`config.mk`:
```
export PLATFORM = sky130hd
export DESIGN_NAME = seg_display_arbiter
export DESIGN_NICKNAME = d
export VERILOG_FILES = /design/src/rtl/seg_display_arbiter.sv
export SDC_FILE = /design/constraint.sdc
export NUM_CORES = 1
export LEC_CHECK = 0
export ABC_AREA = 1
export CORE_ASPECT_RATIO = 0.5
export CORE_MARGIN = 2
export CORE_UTILIZATION = 35
export CTS_BUF_LIST = sky130_fd_sc_hd__clkbuf_16
export CTS_CLUSTER_SIZE = 24
export DETAILED_ROUTE_END_ITERATION = 12
export REMOVE_ABC_BUFFERS = 1
export SYNTH_ARGS = -nofsm -noshare
export SYNTH_HDL_FRONTEND = slang
export SYNTH_SLANG_ARGS = --single-unit
```
`constraint.sdc`:
```
create_clock -name clk -period 5.8 [get_ports clk]
set_input_delay 0.87 -clock clk [delete_from_list [all_inputs] [get_ports clk]]
set_output_delay 0.87 -clock clk [all_outputs]
set_load 0.1 [all_outputs]
```
`src/rtl/seg_display_arbiter.sv`:
```
// Seven-segment display arbiter: owns digit scanning and time-shares the
// 4-digit display between requesters, one owner per dwell window, with
// urgent preemption and a blank frame on every handover.
//
//  state  | meaning
//  -------+-----------------------------------------------------------
//  IDLE   | nobody owns the display; blank; wait for a request at fb
//  OWN    | one source owns the display; its digits are scanned out
//  SWITCH | handover blank frame; at next fb arbitrate like IDLE
module seg_display_arbiter #(
    parameter int NUM_REQ      = 4,
    parameter int SCAN_DIV     = 100000,
    parameter int DWELL_FRAMES = 250
) (
    input  logic                  clk,
    input  logic                  reset,
    input  logic [NUM_REQ-1:0]    req,
    input  logic [NUM_REQ-1:0]    urgent,
    input  logic [NUM_REQ*28-1:0] src_seg,
    output logic [NUM_REQ-1:0]    grant,
    output logic [6:0]            seg,
    output logic [3:0]            an,
    output logic                  frame_done
);
    localparam int PS_W  = (SCAN_DIV > 1) ? $clog2(SCAN_DIV) : 1;
    localparam int DW_W  = (DWELL_FRAMES > 0) ? $clog2(DWELL_FRAMES + 1) : 1;
    localparam int PTR_W = $clog2(NUM_REQ);

    localparam logic [PS_W-1:0]  PS_LAST    = PS_W'(SCAN_DIV - 1);
    localparam logic [DW_W-1:0]  DWELL_INIT = DW_W'(DWELL_FRAMES - 1);
    localparam logic [PTR_W-1:0] PTR_INIT   = PTR_W'(NUM_REQ - 1);

    typedef enum logic [1:0] {
        IDLE   = 2'd0,
        OWN    = 2'd1,
        SWITCH = 2'd2
    } stateT;

    stateT              state, stateNext;
    logic [PS_W-1:0]    prescaler;
    logic [1:0]         digit, digitNext;
    logic [DW_W-1:0]    dwell, dwellNext;
    logic [PTR_W-1:0]   owner, ownerNext;
    logic [PTR_W-1:0]   rrPtr, rrPtrNext;
    logic               scanTick, frameBound;
    logic [NUM_REQ-1:0] ownerMask, candidates, others;
    logic [PTR_W-1:0]   arbPick;
    logic               arbFound;
    int                 arbIdx;
    logic [6:0]         digitSeg [NUM_REQ][4];

    // Unpacked view of the source digit bus: digitSeg[source][digit].
    for (genvar gi = 0; gi < NUM_REQ; gi++) begin : gSrc
        for (genvar gd = 0; gd < 4; gd++) begin : gDig
            assign digitSeg[gi][gd] = src_seg[gi*28 + gd*7 +: 7];
        end
    end

    assign scanTick   = (prescaler == PS_LAST);
    assign frameBound = scanTick && (digit == 2'd3);
    assign digitNext  = digit + 2'd1;
    assign ownerMask  = NUM_REQ'(1) << owner;
    assign grant      = (state == OWN) ? ownerMask : '0;
    assign others     = req & ~grant;

    // Round-robin pick: urgent requesters first, searching from the slot after rrPtr.
    always_comb begin
        candidates = ((req & urgent) != '0) ? (req & urgent) : req;
        arbFound   = 1'b0;
        arbPick    = '0;
        arbIdx     = 0;
        for (int k = 1; k <= NUM_REQ; k++) begin
            arbIdx = (int'(rrPtr) + k) % NUM_REQ;
            if (!arbFound && candidates[PTR_W'(arbIdx)]) begin
                arbFound = 1'b1;
                arbPick  = PTR_W'(arbIdx);
            end
        end
    end

    // Next-state logic; every ownership decision happens on a frame boundary.
    always_comb begin
        stateNext = state;
        ownerNext = owner;
        rrPtrNext = rrPtr;
        dwellNext = dwell;
        if (frameBound) begin
            unique case (state)
                IDLE, SWITCH: begin
                    if (req != '0) begin
                        stateNext = OWN;
                        ownerNext = arbPick;
                        rrPtrNext = arbPick;
                        dwellNext = DWELL_INIT;
                    end else begin
                        stateNext = IDLE;
                    end
                end
                OWN: begin
                    if (!req[owner]) begin
                        stateNext = SWITCH;
                    end else if ((urgent & others) != '0) begin
                        stateNext = SWITCH;
                    end else if (dwell == '0) begin
                        // sole requester keeps the display without a blank frame
                        if (others != '0) stateNext = SWITCH;
                    end else begin
                        dwellNext = dwell - 1'b1;
                    end
                end
                default: stateNext = IDLE;
            endcase
        end
    end

    // Free-running digit-rate prescaler and digit index.
    always_ff @(posedge clk or negedge reset) begin
        if (!reset) begin
            prescaler <= '0;
            digit     <= 2'd0;
        end else if (scanTick) begin
            prescaler <= '0;
            digit     <= digitNext;
        end else begin
            prescaler <= prescaler + 1'b1;
        end
    end

    // Arbitration state registers.
    always_ff @(posedge clk or negedge reset) begin
        if (!reset) begin
            state <= IDLE;
            owner <= '0;
            rrPtr <= PTR_INIT;
            dwell <= '0;
        end else begin
            state <= stateNext;
            owner <= ownerNext;
            rrPtr <= rrPtrNext;
            dwell <= dwellNext;
        end
    end

    // Pin drive: loads the next digit slot using the post-boundary owner so a
    // new owner lights digit 0 in the same cycle its grant rises.
    always_ff @(posedge clk or negedge reset) begin
        if (!reset) begin
            seg        <= 7'h7F;
            an         <= 4'hF;
            frame_done <= 1'b0;
        end else begin
            frame_done <= frameBound;
            if (scanTick) begin
                if (stateNext == OWN) begin
                    an  <= ~(4'b0001 << digitNext);
                    seg <= digitSeg[ownerNext][digitNext];
                end else begin
                    an  <= 4'hF;
                    seg <= 7'h7F;
                end
            end
        end
    end
endmodule

```
Word-level counts from Yosys, hierarchy flattened

Cells that the tools add are included.

Flip-flop bits (word level): 45
Input port bits: 122
Output and inout port bits: 16
Logic and storage cells: 105

Add/subtract/negate cells: 7
Magnitude comparators: 7
Equal/unequal tests: 9
Shift-type cells: 2
Mux-type cells: 47
Bitwise operators: 7
Reduce and logical (&&, ||, !) cells: 17

Operator list:

| cell                                                       | number |
|---|---|
| binary-select mux 28 bit (select 2 bit)                    | 1 |
| 2-to-1 mux 28 bit                                          | 2 |
| 2-to-1 mux 8 bit                                           | 4 |
| 2-to-1 mux 2 bit                                           | 12 |
| 2-to-1 mux 7 bit                                           | 3 |
| adder 17 x 1 -> 17 bit, second input constant              | 1 |
| == test 17 bit, second input constant                      | 1 |
| 2-to-1 mux 17 bit                                          | 1 |
| less-than comparator 2 x 4 -> 1 bit, second input constant | 4 |
| case mux 8 bit (2 select lines)                            | 1 |
| nonzero test 4 bit                                         | 4 |
| binary-select mux 7 bit (select 2 bit)                     | 1 |
| 2-to-1 mux 1 bit                                           | 13 |
| bitwise AND 4 bit                                          | 3 |
| 2-to-1 mux 4 bit                                           | 3 |
| binary-select mux 1 bit (select 2 bit)                     | 5 |
| logical NOT 8 bit                                          | 1 |
| inverter 4 bit                                             | 2 |
| left shift 1 x 2 -> 4 bit, first input constant            | 2 |
| subtractor 8 x 1 -> 8 bit, second input constant           | 1 |
| adder 2 x 1 -> 2 bit, second input constant                | 3 |
| >= comparator 3 bit, second input constant                 | 2 |
| inequality test 2 bit, second input constant               | 3 |
| inverter 2 -> 3 bit                                        | 2 |
| other kinds (13)                                           | 21 |

Depth between registers and ports, before layout

Depth in word-level cells: 27
Gate-level depth with buffers: 23
Depth with buffers taken out: 22

Worst setup path before layout

OpenSTA, ideal clock, no wires.

Path kind: register -> register
Start: register owner[0]
End: register dwell[5]
Library setup time: 0.132 ns
Data arrival time: 3.348 ns
Required time: 5.668 ns
Path slack: 2.320 ns
Cell stages (with the launch flop): 11
Buffers on the path: 1
Period minus slack after synthesis: 3.480 ns
Path through: dfrtp_1 > clkbuf_2 > nor2_1 > inv_1 > nor2_1 > o21ai_1 > nor4_2 > a31oi_1 > or3_1 > o21ai_1 > o211ai_1

Longest elaborated chain between the ends: 8
Elaborated cells between the ends (all ways): 11
Those cells by class: 2 x eq/ne; 1 x shift; 3 x mux; 3 x bitwise; 2 x reduce/logical

RTL lines:

| item                            | RTL line | source |
|---|---|---|
| from (decl)                     | 43       | `logic [PTR_W-1:0] owner, ownerNext;` |
| from (signal assigned)          | 138      | `owner <= ownerNext;` |
| left shift 1 x 2 -> 4 bit       | 62       | `assign ownerMask = NUM_REQ'(1) << owner;` |
| 2-to-1 mux 4 bit                | 63       | `assign grant = (state == OWN) ? ownerMask : '0;` |
| net grant[0]                    | 20       | `output logic [NUM_REQ-1:0] grant,` |
| inverter 4 bit                  | 64       | `assign others = req & ~grant;` |
| bitwise AND 4 bit               | 64       |  |
| bitwise AND 4 bit               | 102      | `end else if ((urgent & others) != '0) begin` |
| nonzero test 4 bit              | 102      |  |
| inequality test 2 bit (no line) | -        |  |
| AND reduction 6 bit (no line)   | -        |  |
| to (signal assigned)            | 140      | `dwell <= dwellNext;` |
| to (decl)                       | 42       | `logic [DW_W-1:0] dwell, dwellNext;` |

The timed path passes the listed nets, and every way through them passes these cells. The select of a mux whose other input is x is not followed.
A chain may end at the register's enable or synchronous reset.

Worst setup path after layout

Start: input req[3]
End: register seg[2]

Longest elaborated chain between the ends: 27
Elaborated cells between the ends (all ways): 54
Those cells by class: 1 x eq/ne; 39 x mux; 4 x bitwise; 10 x reduce/logical

RTL lines:

| item                                                  | RTL line | source |
|---|---|---|
| from (decl)                                           | 17       | `input logic [NUM_REQ-1:0] req,` |
| bitwise AND 4 bit                                     | 68       | `candidates = ((req & urgent) != '0) ? (req & urgent) : req;` |
| nonzero test 4 bit                                    | 68       |  |
| 2-to-1 mux 4 bit                                      | 68       |  |
| binary-select mux 1 bit (select 2 bit)                | 74       | `if (!arbFound && candidates[PTR_W'(arbIdx)]) begin` |
| 2-to-1 mux 1 bit (implied by the code) (2 in series)  | 74       |  |
| 2-to-1 mux 1 bit                                      | 74       |  |
| logical NOT 1 bit                                     | 74       |  |
| logical AND 1 bit                                     | 74       |  |
| [... 8 more ...]                                      | -        |  |
| 2-to-1 mux 2 bit                                      | 88       | `unique case (state)` |
| 2-to-1 mux 2 bit                                      | 87       | `if (frameBound) begin` |
| inverter 2 -> 3 bit (implied by the code)             | 156      | `seg <= digitSeg[ownerNext][digitNext];` |
| binary-select mux 28 bit (select 2 bit)               | 156      |  |
| 2-to-1 mux 28 bit (implied by the code) (2 in series) | 156      |  |
| binary-select mux 7 bit (select 2 bit)                | 156      |  |
| 2-to-1 mux 7 bit (implied by the code) (2 in series)  | 156      |  |
| 2-to-1 mux 7 bit (*)                                  | 154      | `if (stateNext == OWN) begin` |
| to (signal assigned)                                  | 156      |  |
| to (decl)                                             | 21       | `output logic [6:0] seg,` |

Mark *: on every way between the ends. The rest lies on a longest branch, timed or not. The select of a mux whose other input is x is not followed.

==> impl_metrics.json <==
{
  "fin_nets": 877,
  "synth.area.top_cells": "dfrtp_1 (20%), nand3_1 (18%), nand2_1 (16%), dfstp_2 (8.4%), inv_1 (6.8%)",
  "cp_cell_sequence": "clkdlybuf4s50_1 > nand2_2 > nand2_2 > nor2_4 > nand2_1 > nand3_1 > nand2_2 > nand2_1 > nand2_2 > nand3_2 > nand3_2 > nand2_2 > nand2_4 > nand2_8 > inv_4 > nand2_1 > nand3_1 > nand3_1 > nand3_1 > nand2_1 > nand2_1 > nand2_1",
  "met3_length_um": 597,
  "post-route-min-period_ns": 3.73,
  "crit_arrival_ns": 3.95,
  "avgSynthCellArea_um2": 6.43,
  "drtPass1Iterations": 4,
  "grt_setup_unrepaired": "false",
  "final_area_um2": 5570,
  "io_pins": 138,
  "dp_hpwl_mm": 9.08,
  "worstMarginPinSlew_ns": 1.03,
  "grt_pass1_vias": 4231,
  "cts_tree": "yes",
  "synth_area_um2": 4040,
  "grt_max_degree": 62,
  "cp_max_fo": 61,
  "ctsRootBufferMaster": "clkbuf_16",
  "grt_usage": 0.196,
  "crit_required_ns": 6.02,
  "ctsHoldBuffers": 0,
  "critPathBufInv": 2,
  "wire_per_inst_um": 13.1,
  "num_vias": 4415,
  "drc": 0,
  "htreeDepth": 2,
  "start_util": 0.364,
  "status": "finished, final reports clean",
  "die_w_um": 156,
  "ys_async_sr_fraction": 1.00,
  "p_per_area_nw_per_um2": 134,
  "synth_edf_count": 0,
  "antenna_found_initial": 0,
  "skew_ns": 0.00651,
  "synth-warning-count": 0,
  "io_buffers": 137,
  "hp-class": "flop to flop",
  "max-cap-violations": 0,
  "setup_tns_ns": 0,
  "p_leak_nw": 2.53,
  "hold_slack_ns": 0.459,
  "core_area_um2": 11100,
  "cts.clk_slew.worst_paths_ns": 0.06,
  "peakVddDrop_uv": 102,
  "synth_top_area_frac": 0.198,
  "post-route-util": 0.501,
  "end_kind": "flop",
  "gp_congestion": 0.878,
  "grt_pass1_wl_mm": 19.8,
  "post-cts-setup-buffer-count": 0,
  "routed_wl_mm": 11.7,
  "overflow": 0,
  "hold_viol": 0,
  "fin_crit_sh": 0.644,
  "clock_latency_ns": 0.29,
  "cpMaxStageDelayCell": "clkdlybuf4s50_1",
  "synth_cells": 629,
  "yosys.area.top_type": "dfrtp_1",
  "final_common_cell": "nand2_1",
  "cts_sinks": 45,
  "dr.max_layer_used": "met4",
  "numCtsBuffers": 5,
  "finalSetupViolCount": 0,
  "mostFrequentLayoutCells": "nand2_1 (170), nand3_1 (145), clkdlybuf4s50_1 (136)",
  "ys.flop_type": "dfrtp_1",
  "design_power_total_w": 0.000748,
  "drt.antenna.violating_nets": 0,
  "cp_top_family": "simple AND/OR/NAND/NOR gates",
  "routed_via_density": 4.93,
  "crit_top_cell": "nand2_1",
  "wl_met1_mm": 5.70,
  "area_delta_synth_final_pct": 37.7,
  "seq_area_frac_synth": 0.283,
  "maxSlewViolCount": 0,
  "start_kind": "input port",
  "path_class": "input port to flop",
  "place_area_um2": 5430,
  "die-area_um2": 12500,
  "diodes": 0,
  "rows": 27,
  "first_iter_violations": 218,
  "drive_gt1_frac": 0.0987,
  "max_freq_mhz": 268,
  "die_h_um": 80.0,
  "route.met2.wl_mm": 5.25,
  "clockBufferDepth": 2,
  "yosysUniqueCellTypes": 50,
  "ys_seq_elements": 45,
  "critPathMaxStageDelay_ns": 0.60,
  "timing.slew.headroom": 0.309,
  "ctsResizeCount": 0
}
## worst reg2reg max path, stage by stage (launching register included)
cell      delay (ns)
dfrtp_1         0.82
ha_1            0.28
inv_1           0.09
nor2_4          0.20
nand2_4         0.14
inv_2           0.13
nand2_4         0.25
nand2_8         0.39
inv_4           0.17
nand2_1         0.09
nand3_1         0.07
nand3_1         0.12
nand2_1         0.10
a21boi_1        0.13
nand2_1         0.06
## metal layers
metal  vias to the layer above  global-route usage
li1                       2290                   -
met2                       113               0.326
met1                      1998               0.261
met3                        14              0.0402
met5                         -                   0
met4                         0              0.0505
## cell families after synthesis
logic type | Yosys count | synth area share
and+or+nand+nor | 407 | 0.482
AOI/OAI and AO/OA | 55 | 0.0860
xor gates and xnor gates | 4 | 0.00867
DFF | 45 | 0.283
buffers and inverters | 112 | 0.122
adders and majority gates | 6 | 0.0186
## registers in the layout (all words and copies together) (netlist names), 2 cells and up
| signal | cells |
|---|---|
| an | 4 |
| digit | 2 |
| seg | 7 |
| rrPtr | 2 |
| owner | 2 |
| state | 2 |
| dwell | 8 |
| prescaler | 17 |
## layout make-up
| class | count | area, µm² |
|---|---|---|
| timing repair buffer | 137 | 1370 |
| multi-input combinational | 472 | 2410 |
| clock inverter | 3 | 11.3 |
| clock buffer | 5 | 125 |
| inverter | 88 | 333 |
| fill | 1115 | 5550 |
| tap | 145 | 181 |
| sequential | 45 | 1140 |
## worst paths after layout
check / from / end / slack, ns / cells past startpoint
min in group asynchronous: reset / prescaler[1] / 0.74 / 1
max: req[3] / seg[2] / 2.07 / 22
max in group asynchronous: reset / prescaler[10] / 4.45 / 1
max reg2reg: digit[0] / seg[5] / 2.70 / 14
min: prescaler[0] / prescaler[0] / 0.46 / 1
min reg2reg: prescaler[0] / prescaler[0] / 0.46 / 1
## per-stage QoR
stage	std cells	worst slack (ns)
floorplan	605	2.35
global route	895	1.68
detailed placement	887	1.80
global placement	887	1.86
CTS	895	2.09
finish	895	2.07
## where the power goes
part / total (W) / internal [W] / switching, W
Combinational: 0.000163 / 0.0000984 / 0.0000641
Sequential: 0.000317 / 0.000315 / 0.00000117
Clock: 0.000269 / 0.000155 / 0.000114
Total: 0.000748 / 0.000569 / 0.000179
## synth_stat cells (3+ instances only)
cell type and instances:
nand2_1 170, nand3_1 145, inv_1 73, nor2_1 36, dfrtp_1 32, dfstp_2 13
o21ai_0 13, inv_2 12, nand2_2 10, a21oi_1 9, nor3_1 8, buf_2 7
o211ai_1 7, o21ai_1 7, buf_4 6, ha_1 6, or2_2 6, buf_6 5
nor2_2 5, nand2_4 4, nor2_4 4, a21boi_1 3, a31oi_1 3, clkbuf_1 3
nand3_2 3, nand3b_1 3, nor3_2 3, nor4_2 3
(Power assumes the default switching activity.)
